<file path="src/rtl/spi_tx_pkg.sv">
// Shared definitions for the SPI transmit peripheral: bus register map,
// STATUS bit layout, word-length encodings and the shifter state type.
package spi_tx_pkg;

    localparam logic [1:0] ADDR_TXDATA = 2'd0;
    localparam logic [1:0] ADDR_STATUS = 2'd1;
    localparam logic [1:0] ADDR_CTRL   = 2'd2;

    localparam int ST_XMIT    = 0;
    localparam int ST_FULL    = 1;
    localparam int ST_EMPTY   = 2;
    localparam int ST_OVF     = 3;
    localparam int ST_LVL_LSB = 4;

    // Writing STATUS with this bit set clears the sticky overflow flag
    localparam int ST_OVF_CLR = 3;

    localparam logic [1:0] LEN_8  = 2'd0;
    localparam logic [1:0] LEN_16 = 2'd1;
    localparam logic [1:0] LEN_32 = 2'd2;

    typedef enum logic [2:0] {
        IDLE,
        LOAD,
        SHIFT,
        TAIL,
        GAP
    } spi_state_t;

    // Index of the first (most significant) bit sent for a length encoding
    function automatic logic [4:0] len_msb(input logic [1:0] enc);
        case (enc)
            LEN_8:   return 5'd7;
            LEN_16:  return 5'd15;
            default: return 5'd31;
        endcase
    endfunction

endpackage

</file>
<file path="src/rtl/spi_tx_fifo.sv">
// Synchronous FIFO with first-word-fall-through read; the head word is
// visible on rdata whenever empty is low. Caller never pops when empty.
module spi_tx_fifo #(
    parameter int WIDTH = 32,
    parameter int DEPTH = 4
) (
    input  logic                     clk,
    input  logic                     rst,
    input  logic                     push,
    input  logic                     pop,
    input  logic [WIDTH-1:0]         wdata,
    output logic [WIDTH-1:0]         rdata,
    output logic                     full,
    output logic                     empty,
    output logic [$clog2(DEPTH):0]   level
);

    localparam int AW = $clog2(DEPTH);

    logic [WIDTH-1:0] mem [DEPTH];
    logic [AW-1:0]    wr_ptr;
    logic [AW-1:0]    rd_ptr;
    logic [AW:0]      count;

    always_ff @(posedge clk) begin
        if (push) begin
            mem[wr_ptr] <= wdata;
        end
    end

    always_ff @(posedge clk) begin
        if (rst) begin
            wr_ptr <= '0;
            rd_ptr <= '0;
            count  <= '0;
        end else begin
            if (push) begin
                wr_ptr <= wr_ptr + AW'(1);
            end
            if (pop) begin
                rd_ptr <= rd_ptr + AW'(1);
            end
            case ({push, pop})
                2'b10:   count <= count + (AW+1)'(1);
                2'b01:   count <= count - (AW+1)'(1);
                default: count <= count;
            endcase
        end
    end

    assign rdata = mem[rd_ptr];
    assign full  = (count == (AW+1)'(DEPTH));
    assign empty = (count == '0);
    assign level = count;

endmodule

</file>
<file path="src/rtl/spi_tx_periph.sv">
// Memory-mapped SPI mode-0 master transmitter: CPU stores fill a TX FIFO,
// words are shifted out MSB-first, one slave-select pulse per word.
//
//   state | meaning
//   IDLE  | waiting for a FIFO word while hold is clear; pops on exit
//   LOAD  | latch length, drop cs_spi_n, present first bit
//   SHIFT | clk_spi toggles every CLK_DIV cycles; bits change on falling
//   TAIL  | final falling edge, then a low half-period before cs_spi_n rises
//   GAP   | cs_spi_n high for one half-period before the next word
module spi_tx_periph
    import spi_tx_pkg::*;
#(
    parameter int CLK_DIV    = 8,
    parameter int FIFO_DEPTH = 4
) (
    input  logic        clk,
    input  logic        rst,
    input  logic        sel,
    input  logic        we,
    input  logic [1:0]  addr,
    input  logic [31:0] wdata,
    output logic [31:0] rdata,
    output logic        clk_spi,
    output logic        tx_spi,
    output logic        cs_spi_n,
    output logic        busy
);

    localparam logic [7:0] CNT_TC = 8'(CLK_DIV - 1);

    spi_state_t state;
    logic [2:0]  ctrl;
    logic        overflow;
    logic [31:0] shreg;
    logic [4:0]  bit_count;
    logic [7:0]  cont;
    logic        transmitting;

    logic        fifo_full;
    logic        fifo_empty;
    logic [31:0] fifo_rdata;
    logic [$clog2(FIFO_DEPTH):0] fifo_level;

    logic        push;
    logic        pop;
    logic        push_ok;
    logic        cont_tc;
    logic [4:0]  load_msb;
    logic [31:0] status_word;

    assign push     = sel && we && (addr == ADDR_TXDATA);
    assign pop      = (state == IDLE) && !fifo_empty && !ctrl[2];
    // A pop in the same cycle frees a slot, so a push into a full FIFO still lands
    assign push_ok  = push && (!fifo_full || pop);
    assign cont_tc  = (cont == CNT_TC);
    assign load_msb = len_msb(ctrl[1:0]);

    always_comb begin
        status_word = '0;
        status_word[ST_LVL_LSB +: 4] = 4'(fifo_level);
        status_word[ST_OVF]          = overflow;
        status_word[ST_EMPTY]        = fifo_empty;
        status_word[ST_FULL]         = fifo_full;
        status_word[ST_XMIT]         = transmitting;
    end

    // LOAD is included so busy does not dip between the pop and transmitting rising
    assign busy = transmitting || !fifo_empty || (state == LOAD);

    spi_tx_fifo #(
        .WIDTH (32),
        .DEPTH (FIFO_DEPTH)
    ) u_fifo (
        .clk   (clk),
        .rst   (rst),
        .push  (push_ok),
        .pop   (pop),
        .wdata (wdata),
        .rdata (fifo_rdata),
        .full  (fifo_full),
        .empty (fifo_empty),
        .level (fifo_level)
    );

    always_ff @(posedge clk) begin
        if (rst) begin
            ctrl     <= '0;
            overflow <= 1'b0;
            rdata    <= '0;
        end else begin
            if (sel && we) begin
                case (addr)
                    ADDR_TXDATA: if (fifo_full && !pop) overflow <= 1'b1;
                    ADDR_STATUS: if (wdata[ST_OVF_CLR]) overflow <= 1'b0;
                    ADDR_CTRL:   ctrl <= wdata[2:0];
                    default:     ;
                endcase
            end
            if (sel && !we) begin
                case (addr)
                    ADDR_TXDATA: rdata <= '0;
                    ADDR_STATUS: rdata <= status_word;
                    ADDR_CTRL:   rdata <= {29'b0, ctrl};
                    default:     rdata <= rdata;
                endcase
            end
        end
    end

    always_ff @(posedge clk) begin
        if (rst) begin
            state        <= IDLE;
            shreg        <= '0;
            bit_count    <= '0;
            cont         <= '0;
            clk_spi      <= 1'b0;
            tx_spi       <= 1'b0;
            cs_spi_n     <= 1'b1;
            transmitting <= 1'b0;
        end else begin
            case (state)
                IDLE: begin
                    cont <= '0;
                    if (pop) begin
                        shreg <= fifo_rdata;
                        state <= LOAD;
                    end
                end
                LOAD: begin
                    cs_spi_n     <= 1'b0;
                    tx_spi       <= shreg[load_msb];
                    bit_count    <= load_msb;
                    cont         <= '0;
                    clk_spi      <= 1'b0;
                    transmitting <= 1'b1;
                    state        <= SHIFT;
                end
                SHIFT: begin
                    if (cont_tc) begin
                        cont    <= '0;
                        clk_spi <= ~clk_spi;
                        if (!clk_spi) begin
                            if (bit_count == '0) begin
                                state <= TAIL;
                            end
                        end else begin
                            bit_count <= bit_count - 5'd1;
                            tx_spi    <= shreg[bit_count - 5'd1];
                        end
                    end else begin
                        cont <= cont + 8'd1;
                    end
                end
                TAIL: begin
                    if (cont_tc) begin
                        cont <= '0;
                        if (clk_spi) begin
                            clk_spi <= 1'b0;
                        end else begin
                            cs_spi_n <= 1'b1;
                            state    <= GAP;
                        end
                    end else begin
                        cont <= cont + 8'd1;
                    end
                end
                GAP: begin
                    if (cont_tc) begin
                        cont         <= '0;
                        transmitting <= 1'b0;
                        state        <= IDLE;
                    end else begin
                        cont <= cont + 8'd1;
                    end
                end
                default: state <= IDLE;
            endcase
        end
    end

endmodule
</file>
<file path="config.mk">
export PLATFORM = sky130hd
export DESIGN_NAME = spi_tx_periph
export DESIGN_NICKNAME = d
export VERILOG_FILES = /design/src/rtl/spi_tx_pkg.sv /design/src/rtl/spi_tx_fifo.sv /design/src/rtl/spi_tx_periph.sv
export SDC_FILE = /design/constraint.sdc
export NUM_CORES = 1
export LEC_CHECK = 0
export BUFFER_PORTS_ARGS = -buffer_cell sky130_fd_sc_hd__buf_4
export CAP_MARGIN = 20
export CORE_ASPECT_RATIO = 0.5
export CORE_UTILIZATION = 57
export CTS_CLUSTER_SIZE = 30
export DETAILED_ROUTE_END_ITERATION = 12
export GPL_ROUTABILITY_DRIVEN = 0
export HOLD_SLACK_MARGIN = 0.12
export PLACE_DENSITY = 0.77
export SETUP_SLACK_MARGIN = 0.02
export SLEW_MARGIN = 20
export SYNTH_ARGS = -nofsm -noshare
export SYNTH_HDL_FRONTEND = slang
export SYNTH_SLANG_ARGS = --single-unit
export TNS_END_PERCENT = 30
</file>
<file path="constraint.sdc">
create_clock -name clk -period 3.3 [get_ports clk]
set_input_delay 0.66 -clock clk [delete_from_list [all_inputs] [get_ports clk]]
set_output_delay 0.66 -clock clk [all_outputs]
set_load 0.1 [all_outputs]
</file>
## Word-level counts from Yosys, hierarchy flattened

Memories as Yosys holds them, arrays and structs flattened. A register that Yosys moved wholly into a read port is not among the register bits.
Cells that the tools add are included.

| word-level totals | value |
|---|---|
| flip-flop bits (word level) | 63 |
| bits in writable memories | 128 |
| bits of input ports | 38 |
| output and inout bits | 36 |
| word-level logic and storage cells | 118 |
| memories | 1 |

Memories:

| name | depth | bits a word | rd ports | clocked after Yosys merged registers in | wr ports | line | source |
|---|---|---|---|---|---|---|---|
| u_fifo.mem | 4 | 32 | 1 | 1 | 1 | spi_tx_fifo.sv:20 | `logic [WIDTH-1:0] mem [DEPTH];` |

| operators by class | value |
|---|---|
| add/sub/neg operators | 6 |
| $lt $le $gt $ge | 2 |
| equality and inequality tests | 21 |
| multiplexer cells | 35 |
| bitwise logic cells | 1 |
| reductions and logical operators | 39 |

Operator list:

| cell | count |
|---|---|
| one-hot mux 32 bit (3 select lines) | 1 |
| two-way mux 3 bit | 7 |
| one-hot mux 5 bit (2 select lines) | 2 |
| inequality test 2 bit (second input constant) | 9 |
| one-hot mux 8 bit (2 select lines) | 1 |
| one-hot mux 3 bit (5 select lines) | 1 |
| less-than comparator 5 x 6 -> 1 bit (second input constant) | 2 |
| two-way mux 1 bit | 12 |
| nonzero test 2 bit | 6 |
| binary-select mux 1 bit (select 5 bit) | 2 |
| two-way mux 5 bit | 2 |
| AND reduction 3 bit | 3 |
| adder 8 x 1 -> 8 bit (second input constant) | 1 |
| equality test 8 x 3 -> 1 bit (second input constant) | 1 |
| two-way mux 8 bit | 1 |
| one-hot mux 1 bit (2 select lines) | 4 |
| AND reduction 2 bit | 4 |
| logical AND 1 bit | 7 |
| AND reduction 7 bit | 1 |
| equality test 2 x 1 -> 1 bit (second input constant) | 3 |
| equality test 3 x 2 -> 1 bit (second input constant) | 2 |
| equality test 3 bit (second input constant) | 2 |
| logical NOT 3 bit | 2 |
| one-hot mux 3 bit (2 select lines) | 1 |
| 17 further kinds | 27 |

## Logic depth before layout (Yosys ltp)

| depth | value |
|---|---|
| word-level depth | 8 |
| depth in mapped cells | 9 |
| gate-level depth less buffers | 9 |

## By module

Synthesis repeated with hierarchy kept, for this count alone.

| unflattened totals | value |
|---|---|
| cells, all modules | 611 |
| area, all modules | 8391.8 sq um |

By module, submodules not included:

| module | instances | cells each | area an instance (sq um) | sequential area each (sq um) |
|---|---|---|---|---|
| spi_tx_fifo | 1 | 214 | 5092.4 | 4023.9 |
| spi_tx_periph | 1 | 397 | 3299.4 | 1261.2 |

## Worst setup path before layout

Ideal clock, no wire load.

| path | value |
|---|---|
| kind | reg-to-reg |
| from | reg state[1] |
| to | mem u_fifo.mem[0][0], enable pin |
| library setup time | 0.392 ns |
| data arrival time | 2.260 ns |
| slack | 0.648 ns |
| cell stages (with the launch flop) | 5 |
| clock period less this slack | 2.652 ns |
| path through | dfxtp_1 -> buf_2 -> or4_1 -> a31oi_1 -> and2_1 |

| on the way | value |
|---|---|
| cells in the longest elaborated chain, start to end | 7 |

RTL lines:

| element | line | source |
|---|---|---|
| start, declared | spi_tx_periph.sv:31 | `spi_state_t state;` |
| start signal, assigned | spi_tx_periph.sv:112 | `state <= IDLE;` |
| start signal, assigned | spi_tx_periph.sv:126 | `state <= LOAD;` |
| start signal, assigned | spi_tx_periph.sv:136 | `state <= SHIFT;` |
| logical NOT 3 bit | spi_tx_periph.sv:52 | `assign pop = (state == IDLE) && !fifo_empty && !ctrl[2];` |
| logical AND 1 bit (2 in a row) | spi_tx_periph.sv:52 |  |
| logical OR 1 bit | spi_tx_periph.sv:54 | `assign push_ok = push && (!fifo_full \|\| pop);` |
| logical AND 1 bit | spi_tx_periph.sv:54 |  |
| two-way mux 1 bit | spi_tx_fifo.sv:26 | `if (push) begin` |
| two-way mux 1 bit (not written as such) | spi_tx_fifo.sv:27 | `mem[wr_ptr] <= wdata;` |
| end, declared | spi_tx_fifo.sv:20 |  |

No other way between the ends.

## Final worst setup path

| path | value |
|---|---|
| from | reg state[1] |
| to | out busy |

| on the way | value |
|---|---|
| cells in the longest elaborated chain, start to end | 2 |

RTL lines:

| element | line | source |
|---|---|---|
| equality test 3 x 1 -> 1 bit | spi_tx_periph.sv:68 | `assign busy = transmitting \|\| !fifo_empty \|\| (state == LOAD);` |
| logical OR 1 bit | spi_tx_periph.sv:68 |  |
| end, declared | spi_tx_periph.sv:26 | `output logic busy` |

No other way between the ends.

==> metrics <==
measured slew at the worst slew-check pin 0.812 ns; relative slew slack 0.457; Worst Setup Path Type reg2out; number of placement rows 30; ANT nets after route 0; final layout net count 708; die height 86.9 um; DR iter-0 viols 399; r2r setup slk 0.56 ns; Min Clock Period, post-route 2.81 ns; Inserted Clock Buffers 17; EDFF count, synth 128; worst hold path type in2reg; post-CTS sizing 0; Area after DPL 8710 um2; slack of the critical path 0.491 ns; CTS Sinks 198; Main synth FF type edfxtp_1; Fin Clk Skew 0.0118 ns; Clk pin slew, worst setup/hold paths 0.08 ns; ratio of cells with drive above 1 in the final layout 0.201; Placeable Area 13,800 um2; postcts setup bufs 0; TritonCTS clock tree yes; status finished, final reports clean; Ys Warns 0; Diodes inserted 0; Synth Area per Inst 13.4 um2; # setup viols final 0; DR WL/cell 18.1 um; FFs w/ async S/R, synth 0; global-route usage over all layers 0.232; WHS 0.421 ns; pre-CTS setup slack 0.578 ns; crit path launch type flip-flop; utilization after layout 0.676; Post-Synthesis Cell Area 8210 um2; die width 172 um; IO buf count 48; Area growth, synth to finish 13.7%; post-synthesis register bit count 198; Final Instance Area 9340 um2; largest net degree at the start of global routing 71; setup_tns 0 ns; vias per inst 5.74; I/O pin total 74; P per Cell Area 791 nW/um2; HPWL Detailed 10,000 um; final count of hold timing violations 0; CP endpoint kind output port; clock network latency to the later pin of the worst-skew pair 0.44 ns; Final Cycle Share 0.851; post-synthesis cell type count 55; number of H-tree levels 4; first-pass GRT wire length 25,400 um; Arr. time, crit path 2.15 ns; vias in the first global route 4,775; number of hold buffers added after CTS 0; VDD IR max 0.000402 V; unrepaired setup endpoints after global routing false; CTS root buffer clkbuf_16; Max clock buf depth 2; detailed-route wire length 15,700 um; Critical Path RT 2.64 ns; GRT Residual Overflow 0; DRT Pass-1 Iters 5; DRC 0; fmax 0.356 GHz; die area 14,900 um2; Initial Utilization 0.594; post-synthesis cell count 612; sequential element share of the synthesized area 0.639; pins over their slew limit 0; worst-path maximum fanout 18; Pleak 3.28 nW; max-cap violation count 0; Via Count 4,958; initial antenna violation count 0
[worst paths after layout]
kind                                                start                     endpoint  cells past startpoint
worst max-delay path                state[1]$_SDFFE_PP0P_                         busy                      4
worst min-delay path                            wdata[14]  u_fifo.mem[2][14]$_DFFE_PP_                      1
worst max register to register  bit_count[0]$_SDFFE_PP0P_          tx_spi$_SDFFE_PP0P_                      7
worst min register to register      rdata[3]$_SDFFE_PP0P_        rdata[3]$_SDFFE_PP0P_                      2
[routing by layer]
| layer | track usage | wire [um] | vias up |
|---|---|---|---|
| met5 | 0 | 0 | - |
| li1 | - | - | 2312 |
| met2 | 0.358 | 7230 | 170 |
| met4 | 0.0780 | 216 | 0 |
| met1 | 0.330 | 7290 | 2457 |
| met3 | 0.0504 | 916 | 19 |
[logic make-up after synthesis]
logic type / synth area share
flops: 0.639
fa+ha+maj: 0.0177
xor+xnor: 0.0108
compound gates: 0.0663
mux: 0.117
other cells: 0.000457
buf+inv: 0.0459
simple gates: 0.103
[area by class of cell]
type,instances,area [um2]
tap,192,240
clock inverter,15,203
clock buffer,17,425
sequential,198,5250
timing repair buffer,63,485
multi-input combinational,368,2680
fill,966,4480
inverter,11,55.1
[worst max-delay path, stage by stage (launching register included)]
cell and delay, ns:
dfxtp_1 0.67, nor2_1 0.17, and2_1 0.24, or3b_1 0.38
buf_4 0.25
[sequential cells by signal (all words and copies together) (netlist names)]
name	count
cont	8
u_fifo.wr_ptr	2
overflow	1
transmitting	1
bit_count	5
tx_spi	1
u_fifo.mem	128
clk_spi	1
u_fifo.level	3
cs_spi_n	1
shreg	32
rdata	7
state	3
u_fifo.rd_ptr	2
ctrl	3
[per-stage QoR]
step,cells,total power [W]
3_5_place_dp,832,0.00530
5_1_grt,864,0.00775
4_1_cts,864,0.00743
2_1_floorplan,636,0.00482
3_3_place_gp,832,0.00524
6_report,864,0.00738
[cells in the mapped netlist, types with 6 or more instances]
cell | instances | area, um2
nand3_1 | 15 | 75.1
dfxtp_1 | 70 | 1400
o21ai_1 | 6 | 30.0
nor3b_1 | 7 | 52.6
nand2_1 | 84 | 315
ha_1 | 10 | 125
clkbuf_1 | 30 | 113
inv_1 | 9 | 33.8
edfxtp_1 | 128 | 3840
a21oi_1 | 51 | 255
a31oi_1 | 9 | 56.3
mux2i_1 | 11 | 110
nor2_1 | 42 | 158
buf_4 | 26 | 195
mux4_2 | 32 | 721
[placed cells by master (no fill, tap or decap), types with 6 or more instances in the layout]
cell and count:
a21oi_1 51, a31oi_1 9, buf_4 62, clkbuf_16 17
clkinv_8 6, conb_1 25, dfxtp_1 69, edfxtp_1 128
ha_1 10, inv_1 9, mux2i_1 11, mux4_2 32
nand2_1 84, nand3_1 15, nor2_1 41, nor3b_1 7
o21ai_1 6
[power breakdown]
group / total [W] / internal [W] / switching [W]
Sequential: 0.00313 / 0.00287 / 0.000260
Combinational: 0.00213 / 0.000840 / 0.00129
Clock: 0.00212 / 0.00110 / 0.00102
Total: 0.00738 / 0.00481 / 0.00257
Note: power is estimated with default switching activity, not from simulation.
